File: src/rtl/points_uart_tx.sv
// points_uart_tx: serialises the four tracker centroid pairs as one 8N1 UART packet per video frame.
// Define POINTS_TX_CHECKSUM_EN to append a modulo-256 checksum byte (sum of bytes 1..17).
module points_uart_tx #(
  parameter int CLK_FREQ = 50000000,
  parameter int BAUD     = 115200
) (
  input  logic        CLK,
  input  logic        RESET_N,
  input  logic        VGA_VS,
  input  logic        ENABLE,
  input  logic [15:0] POINTS_H_0,
  input  logic [15:0] POINTS_H_1,
  input  logic [15:0] POINTS_H_2,
  input  logic [15:0] POINTS_H_3,
  input  logic [15:0] POINTS_V_0,
  input  logic [15:0] POINTS_V_1,
  input  logic [15:0] POINTS_V_2,
  input  logic [15:0] POINTS_V_3,
  output logic        UART_TX,
  output logic        BUSY,
  output logic [7:0]  FRAME_ID,
  output logic [7:0]  DROP_CNT
);

  localparam int unsigned   CLKS_PER_BIT = int'(CLK_FREQ / BAUD);
  localparam int unsigned   BW           = (CLKS_PER_BIT > 1) ? $clog2(CLKS_PER_BIT) : 1;
  localparam logic [BW-1:0] BAUD_LAST    = BW'(CLKS_PER_BIT - 1);
`ifdef POINTS_TX_CHECKSUM_EN
  localparam logic [4:0]    LAST_IDX     = 5'd18;
`else
  localparam logic [4:0]    LAST_IDX     = 5'd17;
`endif

  typedef enum logic [2:0] {S_IDLE, S_LOAD, S_START, S_DATA, S_STOP} state_t;

  state_t        r_state;
  logic          r_vs;
  logic          r_tx;
  logic          r_busy;
  logic [7:0]    r_frame_id;
  logic [7:0]    r_drop;
  logic [BW-1:0] r_baud;
  logic [2:0]    r_bit;
  logic [4:0]    r_idx;
  logic [7:0]    r_shift;
  logic [15:0]   r_shadow [8];
`ifdef POINTS_TX_CHECKSUM_EN
  logic [7:0]    r_csum;
`endif

  logic        w_edge;
  logic        w_bit_end;
  logic [4:0]  w_next_idx;
  logic [3:0]  w_off;
  logic [15:0] w_word;
  logic [7:0]  w_next_byte;

  assign w_edge     = VGA_VS & ~r_vs;
  assign w_bit_end  = (r_baud == BAUD_LAST);
  assign w_next_idx = r_idx + 5'd1;
  // Bytes 2..17 walk the shadow words MSB first; the low 4 bits of (idx-2) suffice.
  assign w_off      = w_next_idx[3:0] - 4'd2;
  assign w_word     = r_shadow[w_off[3:1]];

  always_comb begin
    w_next_byte = '0;
    if (w_next_idx == 5'd1)
      w_next_byte = r_frame_id;
    else if (w_next_idx >= 5'd2 && w_next_idx <= 5'd17)
      w_next_byte = w_off[0] ? w_word[7:0] : w_word[15:8];
`ifdef POINTS_TX_CHECKSUM_EN
    else
      w_next_byte = r_csum;
`endif
  end

  always_ff @(posedge CLK or negedge RESET_N) begin
    if (!RESET_N) begin
      r_state    <= S_IDLE;
      r_vs       <= 1'b0;
      r_tx       <= 1'b1;
      r_busy     <= 1'b0;
      r_frame_id <= '0;
      r_drop     <= '0;
      r_baud     <= '0;
      r_bit      <= '0;
      r_idx      <= '0;
      r_shift    <= '0;
      for (int unsigned i = 0; i < 8; i++) r_shadow[i] <= '0;
`ifdef POINTS_TX_CHECKSUM_EN
      r_csum     <= '0;
`endif
    end else begin
      r_vs <= VGA_VS;
      if (w_edge && ENABLE && r_busy && r_drop != 8'hFF)
        r_drop <= r_drop + 8'd1;

      case (r_state)
        S_IDLE: begin
          if (w_edge && ENABLE && !r_busy)
            r_state <= S_LOAD;
        end
        S_LOAD: begin
          // Sampled one cycle after the VS edge so the freshly updated points are taken.
          r_shadow[0] <= POINTS_H_0;
          r_shadow[1] <= POINTS_V_0;
          r_shadow[2] <= POINTS_H_1;
          r_shadow[3] <= POINTS_V_1;
          r_shadow[4] <= POINTS_H_2;
          r_shadow[5] <= POINTS_V_2;
          r_shadow[6] <= POINTS_H_3;
          r_shadow[7] <= POINTS_V_3;
          r_frame_id  <= r_frame_id + 8'd1;
          r_busy      <= 1'b1;
          r_tx        <= 1'b0;
          r_shift     <= 8'hA5;
          r_idx       <= '0;
          r_baud      <= '0;
`ifdef POINTS_TX_CHECKSUM_EN
          r_csum      <= '0;
`endif
          r_state     <= S_START;
        end
        S_START: begin
          if (w_bit_end) begin
            r_baud  <= '0;
            r_tx    <= r_shift[0];
            r_bit   <= '0;
            r_state <= S_DATA;
          end else begin
            r_baud <= r_baud + BW'(1);
          end
        end
        S_DATA: begin
          if (w_bit_end) begin
            r_baud <= '0;
            if (r_bit == 3'd7) begin
              r_tx    <= 1'b1;
              r_state <= S_STOP;
            end else begin
              r_shift <= {1'b0, r_shift[7:1]};
              r_tx    <= r_shift[1];
              r_bit   <= r_bit + 3'd1;
            end
          end else begin
            r_baud <= r_baud + BW'(1);
          end
        end
        S_STOP: begin
          if (w_bit_end) begin
            r_baud <= '0;
            if (r_idx == LAST_IDX) begin
              r_busy  <= 1'b0;
              r_state <= S_IDLE;
            end else begin
              r_idx   <= w_next_idx;
              r_shift <= w_next_byte;
              r_tx    <= 1'b0;
`ifdef POINTS_TX_CHECKSUM_EN
              r_csum  <= r_csum + w_next_byte;
`endif
              r_state <= S_START;
            end
          end else begin
            r_baud <= r_baud + BW'(1);
          end
        end
        default: r_state <= S_IDLE;
      endcase
    end
  end

  assign UART_TX  = r_tx;
  assign BUSY     = r_busy;
  assign FRAME_ID = r_frame_id;
  assign DROP_CNT = r_drop;

endmodule

File: config.mk
export PLATFORM = sky130hd
export DESIGN_NAME = points_uart_tx
export DESIGN_NICKNAME = d
export VERILOG_FILES = /design/src/rtl/points_uart_tx.sv
export SDC_FILE = /design/constraint.sdc
export NUM_CORES = 1
export LEC_CHECK = 0
export ABC_CLOCK_PERIOD_IN_PS = 10000
export BUFFER_PORTS_ARGS = -buffer_cell sky130_fd_sc_hd__buf_4
export CAP_MARGIN = 20
export CORE_ASPECT_RATIO = 1.5
export CORE_MARGIN = 4
export CORE_UTILIZATION = 35
export CTS_CLUSTER_DIAMETER = 50
export DETAILED_ROUTE_END_ITERATION = 16
export GPL_ROUTABILITY_DRIVEN = 0
export SETUP_SLACK_MARGIN = 0.4
export SLEW_MARGIN = 10
export SYNTH_ARGS = -nofsm -noshare
export SYNTH_HDL_FRONTEND = slang
export SYNTH_SLANG_ARGS = --single-unit
File: constraint.sdc
create_clock -name CLK -period 10 [get_ports CLK]
set_input_delay 0.5 -clock CLK [delete_from_list [all_inputs] [get_ports CLK]]
set_output_delay 0.5 -clock CLK [all_outputs]
set_load 0.02 [all_outputs]
-- Word level (Yosys, flattened, before mapping)
Index checks and enable logic that the tools add are counted.
- register bits: 175
- bits of input ports: 132
- output and inout bits: 18
- word-level logic and storage cells: 102
- $add $sub $neg: 6
- magnitude comparators: 3
- eq/ne operators: 17
- multiplexer cells: 36
- bitwise logic cells: 3
- reductions and logical operators: 19
- operators by type and width (cell ; count):
    $mux W8 ; 7
    $bmux W16 S3 ; 1
    $mux W16 ; 2
    $mux W3 ; 8
    $pmux W8 S3 ; 1
    $pmux W9 S2 ; 1
    $add A8 B1 Y8 const B ; 2
    $ne A2 B2 Y1 const B ; 8
    $pmux W3 S5 ; 1
    $reduce_and A5 Y1 ; 3
    $mux W5 ; 2
    $pmux W5 S2 ; 1
    $add A9 B1 Y9 const B ; 1
    $eq A9 B9 Y1 const B ; 1
    $mux W9 ; 1
    $ne A8 B8 Y1 const B ; 1
    $mux W1 ; 7
    $eq A3 B2 Y1 const B ; 2
    $eq A3 B3 Y1 const B ; 2
    $pmux W3 S2 ; 1
    $reduce_and A3 Y1 ; 2
    $reduce_bool A2 Y1 ; 3
    $add A5 B1 Y5 const B ; 1
    $eq A5 B1 Y1 const B ; 1
    other kinds (20) ; 24

-- Logic depth before layout (Yosys ltp)
Gate-level depths: netlist (run 1).
- depth after elaboration: 12
- depth in mapped cells: 12

-- Least setup slack after synthesis (run 1)
OpenSTA, ideal clock, no wires.
- path type: reg-to-reg
- from: reg r_idx[0]
- to: reg r_shift[7]
- setup time: 146 ps
- data arrival time: 3118 ps
- required time: 9854 ps
- slack: 6736 ps
- stages on the path, launching flop included: 13
- cell sequence: dfrtp_1 -> clkbuf_1 -> inv_1 -> ha_1 -> buf_6 -> buf_6 -> inv_1 -> ha_1 -> clkbuf_1 -> mux4_2 -> mux4_1 -> o21ai_0 -> a32oi_1
- longest elaborated chain between the ends: 12
- RTL lines (item ; RTL line ; text):
    start, declared ; 44 ; logic [4:0] r_idx;
    start signal, assigned ; 156 ; r_idx <= w_next_idx;
    $add A5 B1 Y5 ; 60 ; assign w_next_idx = r_idx + 5'd1;
    $sub A4 B2 Y4 ; 62 ; assign w_off = w_next_idx[3:0] - 4'd2;
    $not A3 Y4 (implied by the code) ; 63 ; assign w_word = r_shadow[w_off[3:1]];
    $bmux W16 S3 ; 63 ;
    $mux W16 (implied by the code) (2 in a row) ; 63 ;
    $mux W8 ; 70 ; w_next_byte = w_off[0] ? w_word[7:0] : w_word[15:8];
    $mux W8 ; 69 ; else if (w_next_idx >= 5'd2 && w_next_idx <= 5'd17)
    $mux W8 ; 67 ; if (w_next_idx == 5'd1)
    $mux W8 ; 152 ; if (r_idx == LAST_IDX) begin
    $mux W8 ; 150 ; if (w_bit_end) begin
    $pmux W8 S3 ; 98 ; case (r_state)
    end signal, assigned ; 141 ; r_shift <= {1'b0, r_shift[7:1]};
    end signal, assigned ; 157 ; r_shift <= w_next_byte;
    end, declared ; 45 ; logic [7:0] r_shift;
Several ways; a longest one is shown, not always the timed one. The select of a mux whose other input is x is not followed.
A chain may end at the register's enable or synchronous reset.

-- Final worst setup path (run 1)
- from: reg r_idx[0]
- to: reg r_shift[0]
Same word-level chain as after synthesis.

==> impl_metrics.tcl, run 1 <==
set metrics [dict create \
    worst-path-max-fanout 33 \
    syn2layout_area_growth_pct 23.9 \
    port_buffers 149 \
    cts_sinks 175 \
    fin_crit_ns 4.11 \
    h-tree-depth 4 \
    end_kind "flip-flop" \
    path_clk_slew_ns 0.07 \
    vias 6565 \
    async_reset_ff_share_pct 100 \
    wl_per_cell_um 18.8 \
    grt_max_degree 95 \
    hold_class "input pin to async pin" \
    cts.repair.resized 0 \
    dp_hpwl_um 18600 \
    synth_ff_type "dfrtp_1" \
    regToRegSetupSlack_ns 5.89 \
    grt_antenna_before_repair 0 \
    hold_buffers 0 \
    grt-ovfl-total 0 \
    cp.arrival_ns 4.41 \
    antenna_cells 0 \
    io-pin-count 150 \
    grt_util_all_layers_pct 18.6 \
    ant_nets 0 \
    synth_edf_count 0 \
    reg2reg_to "r_shift[0]" \
    critPathRequiredTime_ns 10.30 \
    r2r_start "r_idx[0]" \
    row_count 69 \
    die_area_um2 26900 \
    die_height_um 199 \
    leakage_nw 5.24 \
    critical_path_class "flip-flop to flip-flop" \
    syn_inst 859 \
    clock.fmax_mhz 243 \
    setup-violations-final 0 \
    final_common_cell "nand2_1" \
    netlist_area_um2 8500 \
    rsz0062_at_grt "no" \
    synth_seq_area_share_pct 51.5 \
    relSlewSlack_pct 35.4 \
    final_layout_size_suffix_gt1_share_pct 22.4 \
    drv_cap 0 \
    ff2ff_path_depth 9 \
    numCtsBuffers 17 \
    synth_cell_types 64 \
    firstDrtPassIters 4 \
    drc_errors 0 \
    finalHoldViolCount 0 \
    core-area_um2 23800 \
    viasPerCell 4.99 \
    period_share_pct 41.1 \
    die_x_um 135 \
    ir_drop_uv 143 \
    postCtsSetupBuffers 0 \
    drtIter0Drc 391 \
    ys_warn_count 0 \
    final_cell_mix "nand2_1, dfrtp_1, buf_4" \
    wl_um 24700 \
    nFillCells 2345 \
    setup_tns_ns 0 \
    maxSlewViolCount 0 \
    synth.avg_cell_area_um2 9.90 \
    synth_fp_nets 1001 \
    fin_skew_ns 0.00839 \
    status "completed" \
    ys_seq_elements 175 \
    grt_pass1_vias 6682 \
    fin_nets 1126 \
    grt_pass1_wl_um 37600 \
    power_mw 2.85 \
    clockRootBuffer "clkbuf_16" \
    cts_tree "yes" \
    start_util_pct 35.7 \
    tightest_slew_ns 0.968 \
    startpoint_type "flip-flop" \
    cts_buffer_depth 2 \
    clk_latency_ns 0.43 \
    p_per_area_nw_per_um2 271 \
]
-- sequential cells by signal, summed over array words and instances (netlist names) --
register,count
r_shadow,128
r_baud,9
DROP_CNT,8
FRAME_ID,8
r_shift,8
r_idx,5
r_bit,3
r_state,3
BUSY,1
UART_TX,1
r_vs,1
-- routing by layer --
layer,wire length (um),GRT usage [%],vias to the layer above,share of wire (%)
met5,0,0,-,0
met4,1110,8.59,0,4.5
met3,914,3.06,55,3.7
met2,13700,34.4,204,56
met1,8940,20.8,3182,36
li1,-,-,3124,-
-- critical path, stage by stage (launching register included) --
cell and delay (ns):
dfrtp_1 0.83, inv_1 0.15, ha_2 1.01, inv_1 0.14
ha_1 0.60, buf_16 0.22, mux4_2 0.32, mux4_2 0.47
o21ai_0 0.09, a32oi_1 0.12
-- final cells by class --
class | count | area [um^2] | area share (%)
Tap cell | 319 | 399 | 3.79
Clock inverter | 10 | 175 | 1.66
Sequential cell | 175 | 4380 | 41.6
Inverter | 7 | 26.3 | 0.249
Timing Repair Buffer | 155 | 1220 | 11.6
Multi-Input combinational cell | 628 | 3870 | 36.7
Clock buffer | 22 | 464 | 4.41
-- Yosys cell counts, drive strengths merged, types with 4 or more instances --
master,number,area [um^2]
inv,7,26.3
nor2b,4,25.0
a221oi,4,35.0
o21ai,17,85.1
nand2b,4,25.0
a32oi,4,35.0
and3,7,43.8
a22o,6,52.6
nand2,419,1570
dfrtp,174,4350
buf,22,140
nand4b,4,41.3
mux2i,6,60.1
nand4,6,37.5
a21oi,10,65.1
xnor2,13,133
nor2,12,45.0
clkbuf,27,101
ha,10,125
mux4,40,957
nand3,11,67.6
xor2,10,87.6
-- power breakdown --
group          leakage [nW]  internal (mW)  total (mW)  switching (mW)
Clock                 0.312          0.437       0.727           0.290
Sequential             2.19           1.01        1.33           0.316
Combinational          2.74          0.365       0.798           0.433
Total                  5.24           1.81        2.85            1.04
-- cells by family (layout without fill, tap and decap cells) --
kind of cell / count (synthesis) / after routing / share of synthesized area (%)
compound gates: 61 / 61 / 5.17
xor+xnor: 23 / 23 / 2.59
fa+ha+maj: 10 / 10 / 1.47
buf+inv: 56 / 194 / 3.15
flops: 175 / 175 / 51.5
mux: 49 / 49 / 12.4
simple gates: 485 / 485 / 23.7
-- per-stage QoR --
step	worst slack, ns	hold WS [ns]	utilization (%)	cell area, um^2	cells
after floorplan	6.74	0.204	-	8500	859
after global placement	5.66	0.460	41.2	9820	1281
after detailed placement	5.50	0.467	41.2	9820	1281
after CTS	5.48	0.180	43.9	10500	1313
after global routing	5.63	0.175	44.2	10500	1316
final	5.89	0.143	44.2	10500	1316
-- worst max-delay path by stage --
stage	from	end	slack (ns)
CTS	r_idx[0]	r_shift[7]	5.48
detailed placement	r_idx[0]	r_shift[0]	5.50
floorplan	r_idx[0]	r_shift[7]	6.74
global placement	r_idx[0]	r_shift[7]	5.66
finish	r_idx[0]	r_shift[0]	5.89
global route	r_idx[0]	r_shift[0]	5.63
No activity file was read; power rests on OpenSTA's default activity.
==> run 2, diff against run 1 <==
--- a/config.mk
+++ b/config.mk
@@ -5,7 +5,8 @@
 export SDC_FILE = /design/constraint.sdc
 export NUM_CORES = 1
 export LEC_CHECK = 0
-export ABC_CLOCK_PERIOD_IN_PS = 10000
+export ABC_AREA = 1
+export ABC_CLOCK_PERIOD_IN_PS = 3300
 export BUFFER_PORTS_ARGS = -buffer_cell sky130_fd_sc_hd__buf_4
 export CAP_MARGIN = 20
 export CORE_ASPECT_RATIO = 1.5
==> constraint.sdc (replaced) <==
create_clock -name CLK -period 3.3 [get_ports CLK]
set_input_delay 0.165 -clock CLK [delete_from_list [all_inputs] [get_ports CLK]]
set_output_delay 0.165 -clock CLK [all_outputs]
set_load 0.02 [all_outputs]
==> impl_metrics.tcl, run 2 <==
set metrics [dict create \
    max_stage_delay_ns 0.46 \
    status "completed" \
    hold_class "input pin to flip-flop" \
    cp.arrival_ns 2.98 \
    ys_seq_elements 175 \
    die_x_um 135 \
    synth_top_cell_by_area "dfrtp_1" \
    setup_tns_ns 0 \
    reg_top3 "r_shadow (128), r_baud (9)" \
    grt_pass1_wl_um 42100 \
    synth.avg_cell_area_um2 7.76 \
    ff2ff_path_depth 14 \
    wl_um 26300 \
    io-pin-count 150 \
    antenna_cells 0 \
    die_area_um2 26900 \
    row_count 69 \
    final_cell_mix "nand2_1, dfrtp_1, buf_4" \
    vias 8079 \
    period_share_pct 79.2 \
    top_register "r_shadow" \
    wl_per_cell_um 15.7 \
    clk_latency_ns 0.44 \
    p_per_area_nw_per_um2 739 \
    port_buffers 149 \
    multi_input_area_um2 3660 \
    end_kind "flip-flop" \
    grt_pass1_vias 8195 \
    fin_skew_ns 0.0114 \
    reg2reg_to "r_shift[6]" \
    syn_inst 1095 \
    netlist_area_um2 8490 \
    largest_reg_flops 128 \
    synth_cell_types 41 \
    regToRegSetupSlack_ns 0.69 \
    grt_max_degree 153 \
    seq_area_um2 4380 \
    cts_tree "yes" \
    ir_drop_uv 413 \
    firstDrtPassIters 5 \
    ys_warn_count 0 \
    tightest_slew_ns 0.698 \
    critical_path_class "flip-flop to flip-flop" \
    crit_path_cell_trace "inv_2 > ha_2 > inv_2 > ha_1 > inv_1 > buf_4 > o21ai_0 > o22ai_1 > nand2_1 > nand3_1 > nand3_1 > nand2_1 > nand2_1 > a21oi_1" \
    yosysTopAreaCellShare_pct 51.3 \
    critPathBufInv 4 \
    worst-path-max-fanout 22 \
    cpMostUsedCell "nand2_1" \
    syn2layout_area_growth_pct 37.8 \
    worstHoldStart "POINTS_H_3[6]" \
    fin_nets 1486 \
    power_mw 8.65 \
    whs_endpoint "r_shadow[22]" \
    drv_cap 0 \
    drtIter0Drc 572 \
    grt-ovfl-total 0 \
    final_layout_size_suffix_gt1_share_pct 15.8 \
    dp_hpwl_um 18200 \
    yosys-top-cells-area "dfrtp_1, nand2_1, o21ai_0" \
    slowest_stage "dfrtp_2" \
    die_height_um 199 \
    rsz0062_at_grt "no" \
    setup-violations-final 0 \
    cts_sinks 175 \
    grt_antenna_before_repair 0 \
    yosysMostFrequentCell "nand2_1" \
    synth_edf_count 0 \
    maxSlewViolCount 0 \
    h-tree-depth 4 \
    leakage_nw 5.90 \
    clock.fmax_mhz 383 \
    ant_nets 0 \
    core-area_um2 23800 \
    drc_errors 0 \
    synth_commonest_cells "nand2_1, dfrtp_1, nor2_1" \
    fin_crit_ns 2.61 \
    path_clk_slew_ns 0.07 \
    finalHoldViolCount 0 \
    synth_seq_area_share_pct 51.6 \
    critPathTopFamily "buffers and inverters" \
    async_reset_ff_share_pct 100 \
    numCtsBuffers 17 \
    hold_slack_ns 0.000857 \
    relSlewSlack_pct 53.5 \
    critPathRequiredTime_ns 3.67 \
    cts_buffer_depth 2 \
    r2r_start "r_idx[0]" \
    nFillCells 2361 \
    whs_path_depth 3 \
    synth_fp_nets 1237 \
    grt_util_all_layers_pct 19.9 \
    clockRootBuffer "clkbuf_16" \
    start_util_pct 35.6 \
    synth_ff_type "dfrtp_1" \
    final_common_cell "nand2_1" \
    viasPerCell 4.82 \
    startpoint_type "flip-flop" \
]
-- run 2: cell count changes after synthesis, sizes merged, moves of 7 or more --
cell / previous run / this run
mux4: 40 / 0
nor2: 12 / 64
nand2: 419 / 508
a22oi: 0 / 12
and3: 7 / 0
o21ai: 17 / 58
nand3: 11 / 45
o22ai: 2 / 12
inv: 7 / 56
a21oi: 10 / 52
-- run 2: final cells by class --
cell class | count | share of cell area, %
Tap cell | 319 | 3.41
Multi-Input combinational cell | 809 | 31.3
Clock inverter | 14 | 1.22
Inverter | 57 | 1.84
Timing Repair Buffer | 284 | 21.1
Sequential cell | 175 | 37.4
Clock buffer | 18 | 3.67
-- run 2: worst max-delay path by stage --
stage                     startpoint  cells after the start          to  slack (ns)
after floorplan             r_idx[0]                     17  r_shift[0]        0.47
after global placement      r_idx[0]                     13  r_shift[3]        0.64
after detailed placement    r_idx[0]                     13  r_shift[6]        0.61
after CTS                   r_idx[0]                     13  r_shift[6]        0.57
after global routing        r_idx[0]                     13  r_shift[0]        0.48
final                       r_idx[0]                     14  r_shift[6]        0.69
-- run 2: through the flow --
| stage | setup WS [ns] | utilization (%) | area, um^2 | std cells |
|---|---|---|---|---|
| after floorplan | 0.469 | - | 8490 | 1095 |
| after global placement | 0.641 | 41.5 | 9890 | 1520 |
| after detailed placement | 0.611 | 41.5 | 9890 | 1520 |
| after CTS | 0.571 | 49.1 | 11700 | 1675 |
| after global routing | 0.475 | 49.1 | 11700 | 1676 |
| final | 0.688 | 49.1 | 11700 | 1676 |
-- run 2: what timing repair did --
action	4_1_cts	5_1_grt
gates resized for setup	0	2
endpoints found under the hold margin	194	1
endpoints found under the setup margin	0	1
hold buffers	123	1
buffers inserted	0	0
-- run 2: worst register-to-register path, cell delays in order, from the launching register on --
cell and delay (ns):
dfrtp_2 0.46, inv_2 0.19, ha_2 0.32, inv_2 0.06, ha_1 0.24, inv_1 0.08, buf_4 0.24, o21ai_0 0.14
o22ai_1 0.24, nand2_1 0.11, nand3_1 0.11, nand3_1 0.08, nand2_1 0.07, nand2_1 0.04, a21oi_1 0.15
-- run 2: cell families (layout without fill, tap and decap cells) --
family | count (synthesis) | after routing | synth area share (%)
AND/OR/NAND/NOR | 633 | 633 | 29.8
flip-flops | 175 | 175 | 51.6
AO/OA/AOI/OAI | 149 | 149 | 9.87
buffers and inverters | 111 | 373 | 5.35
XOR/XNOR | 16 | 16 | 1.74
adder cells (fa/ha/maj) | 10 | 10 | 1.47
multiplexers | 1 | 1 | 0.177
-- run 2: where the power goes --
group	leakage [nW]	switching (mW)	internal (mW)	total, mW
combinational	3.46	1.70	1.13	2.83
clock	0.276	0.975	1.01	1.98
sequential	2.16	0.739	3.09	3.83
total	5.90	3.42	5.23	8.65
-- run 2: routing by layer --
| metal | GRT usage [%] | up-vias | wire (um) |
|---|---|---|---|
| met5 | 0 | - | 0 |
| met4 | 8.78 | 0 | 1010 |
| met3 | 2.96 | 61 | 994 |
| met2 | 35.5 | 235 | 13600 |
| met1 | 23.8 | 3794 | 10600 |
| li1 | - | 3989 | - |
==> run 3, diff against run 2 <==
--- a/config.mk
+++ b/config.mk
@@ -5,8 +5,8 @@
 export SDC_FILE = /design/constraint.sdc
 export NUM_CORES = 1
 export LEC_CHECK = 0
-export ABC_AREA = 1
-export ABC_CLOCK_PERIOD_IN_PS = 3300
+export ABC_AREA = 0
+export ABC_CLOCK_PERIOD_IN_PS = 2200
 export BUFFER_PORTS_ARGS = -buffer_cell sky130_fd_sc_hd__buf_4
 export CAP_MARGIN = 20
 export CORE_ASPECT_RATIO = 1.5
==> constraint.sdc (replaced) <==
create_clock -name CLK -period 2.2 [get_ports CLK]
set_input_delay 0.11 -clock CLK [delete_from_list [all_inputs] [get_ports CLK]]
set_output_delay 0.11 -clock CLK [all_outputs]
set_load 0.02 [all_outputs]
==> impl_metrics.tcl, run 3 (synthesis gave the netlist of run 1 again) <==
set metrics [dict create \
    status "finished, violations left" \
    violations "negative setup slack" \
    firstDrtPassIters 5 \
    fin_nets 1308 \
    cts_tree "yes" \
    power_mw 13.4 \
    drtIter0Drc 468 \
    tightest_slew_ns 0.627 \
    ant_nets 0 \
    relSlewSlack_pct 58.2 \
    period_share_pct 114 \
    top_register "r_shadow" \
    end_kind "flip-flop" \
    crit_path_start "r_idx[0]" \
    cts_sinks 175 \
    hold_slack_ns 0.158 \
    numCtsBuffers 17 \
    critical_path_class "flip-flop to flip-flop" \
    clockRootBuffer "clkbuf_16" \
    worst-path-max-fanout 5 \
    leakage_nw 6.15 \
    port_buffers 149 \
    ir_drop_uv 509 \
    die_x_um 135 \
    p_per_area_nw_per_um2 1060 \
    placedCellCount 1314 \
    setup_tns_ns -1.96 \
    cts_buffer_depth 2 \
    dp_hpwl_um 18600 \
    h-tree-depth 4 \
    io-pin-count 150 \
    final_common_cell "nand2_1" \
    rsz0062_at_grt "yes" \
    clock.fmax_mhz 400 \
    instances_no_fill 1498 \
    path_clk_slew_ns 0.07 \
    maxSlewViolCount 0 \
    worstHoldStart "ENABLE" \
    reg_top3 "r_shadow (128), r_baud (9)" \
    grt_util_all_layers_pct 20.7 \
    viasPerCell 4.92 \
    die_area_um2 26900 \
    wl_um 27300 \
    grt_max_degree 73 \
    nFillCells 2068 \
    startpoint_type "flip-flop" \
    critPathRequiredTime_ns 2.50 \
    final_cell_mix "nand2_1, buf_4, dfrtp_1" \
    setup-violations-final 8 \
    antenna_cells 0 \
    vias 7368 \
    start_util_pct 35.7 \
    die_height_um 199 \
    row_count 69 \
    finalHoldViolCount 0 \
    largest_reg_flops 128 \
    grt_pass1_vias 7849 \
    drc_errors 0 \
    drv_cap 0 \
    final_layout_size_suffix_gt1_share_pct 27.2 \
    syn2layout_area_growth_pct 48.4 \
    fin_crit_ns 2.50 \
    worst_slack_ns -0.297 \
    cp.arrival_ns 2.79 \
    fin_skew_ns 0.0145 \
    r2r_start "r_idx[0]" \
    wl_per_cell_um 18.2 \
    grt-ovfl-total 0 \
    core-area_um2 23800 \
    hold_class "input pin to flip-flop" \
    grt_pass1_wl_um 42400 \
    grt_antenna_before_repair 0 \
    clk_latency_ns 0.44 \
]
## run 3: report_power, final
group | total [mW] | internal [mW] | leakage (nW) | switching, mW
registers | 5.88 | 4.60 | 2.18 | 1.28
logic | 4.38 | 2.12 | 3.66 | 2.26
clock network | 3.13 | 1.65 | 0.302 | 1.48
## run 3: metrics by stage
stage / instance area [um^2] / utilization [%] / setup slack, ns
detailed placement: 10200 / 42.9 / -0.369
finish: 12600 / 53.0 / -0.297
global route: 12600 / 53.0 / -0.357
global placement: 10200 / 42.9 / -0.342
floorplan: 8580 / - / -0.537
CTS: 12400 / 52.1 / -0.267
## run 3: repair_timing
item | 4_1_cts | 5_1_grt
hold endpoints to repair | 185 | 0
gates cloned | 3 | 2
gates resized for setup | 40 | 36
buffers inserted | 10 | 7
hold buffers | 130 | 0
setup endpoints to repair | 144 | 79
pin swaps | 20 | 14
## run 3: final timing paths
kind	to	slack, ns	cells after the start
worst min register to register	r_shadow[121]	0.47	2
max in group asynchronous	UART_TX	1.25	3
worst max-delay path	r_shift[2]	-0.30	10
min in group asynchronous	DROP_CNT[2]	0.24	2
worst max register to register	r_shift[2]	-0.30	10
worst min-delay path	r_state[0]	0.16	4
## run 3: layer usage
| metal | GRT usage, % | share of wire, % |
|---|---|---|
| met5 | 0 | 0 |
| met4 | 10.8 | 5.2 |
| met3 | 3.24 | 3.4 |
| met2 | 38.3 | 55 |
| met1 | 22.6 | 37 |
## run 3: worst max-delay path, stage by stage, from the launching register on
cell and delay [ns]:
dfrtp_2 0.38, buf_6 0.11, inv_4 0.03, ha_4 0.30
inv_4 0.04, ha_4 0.35, clkbuf_16 0.18, mux4_2 0.29
mux4_2 0.50, o21ai_2 0.08, a32oi_1 0.10
## run 3: cell type report
| cell class | instances | area [um^2] | area share [%] |
|---|---|---|---|
| inverter | 7 | 31.3 | 0.248 |
| sequential | 175 | 4380 | 34.7 |
| tap | 319 | 399 | 3.16 |
| clock buffer | 17 | 425 | 3.37 |
| timing repair buffer | 337 | 3120 | 24.7 |
| clock inverter | 15 | 190 | 1.51 |
| multi-input combinational | 628 | 4070 | 32.3 |
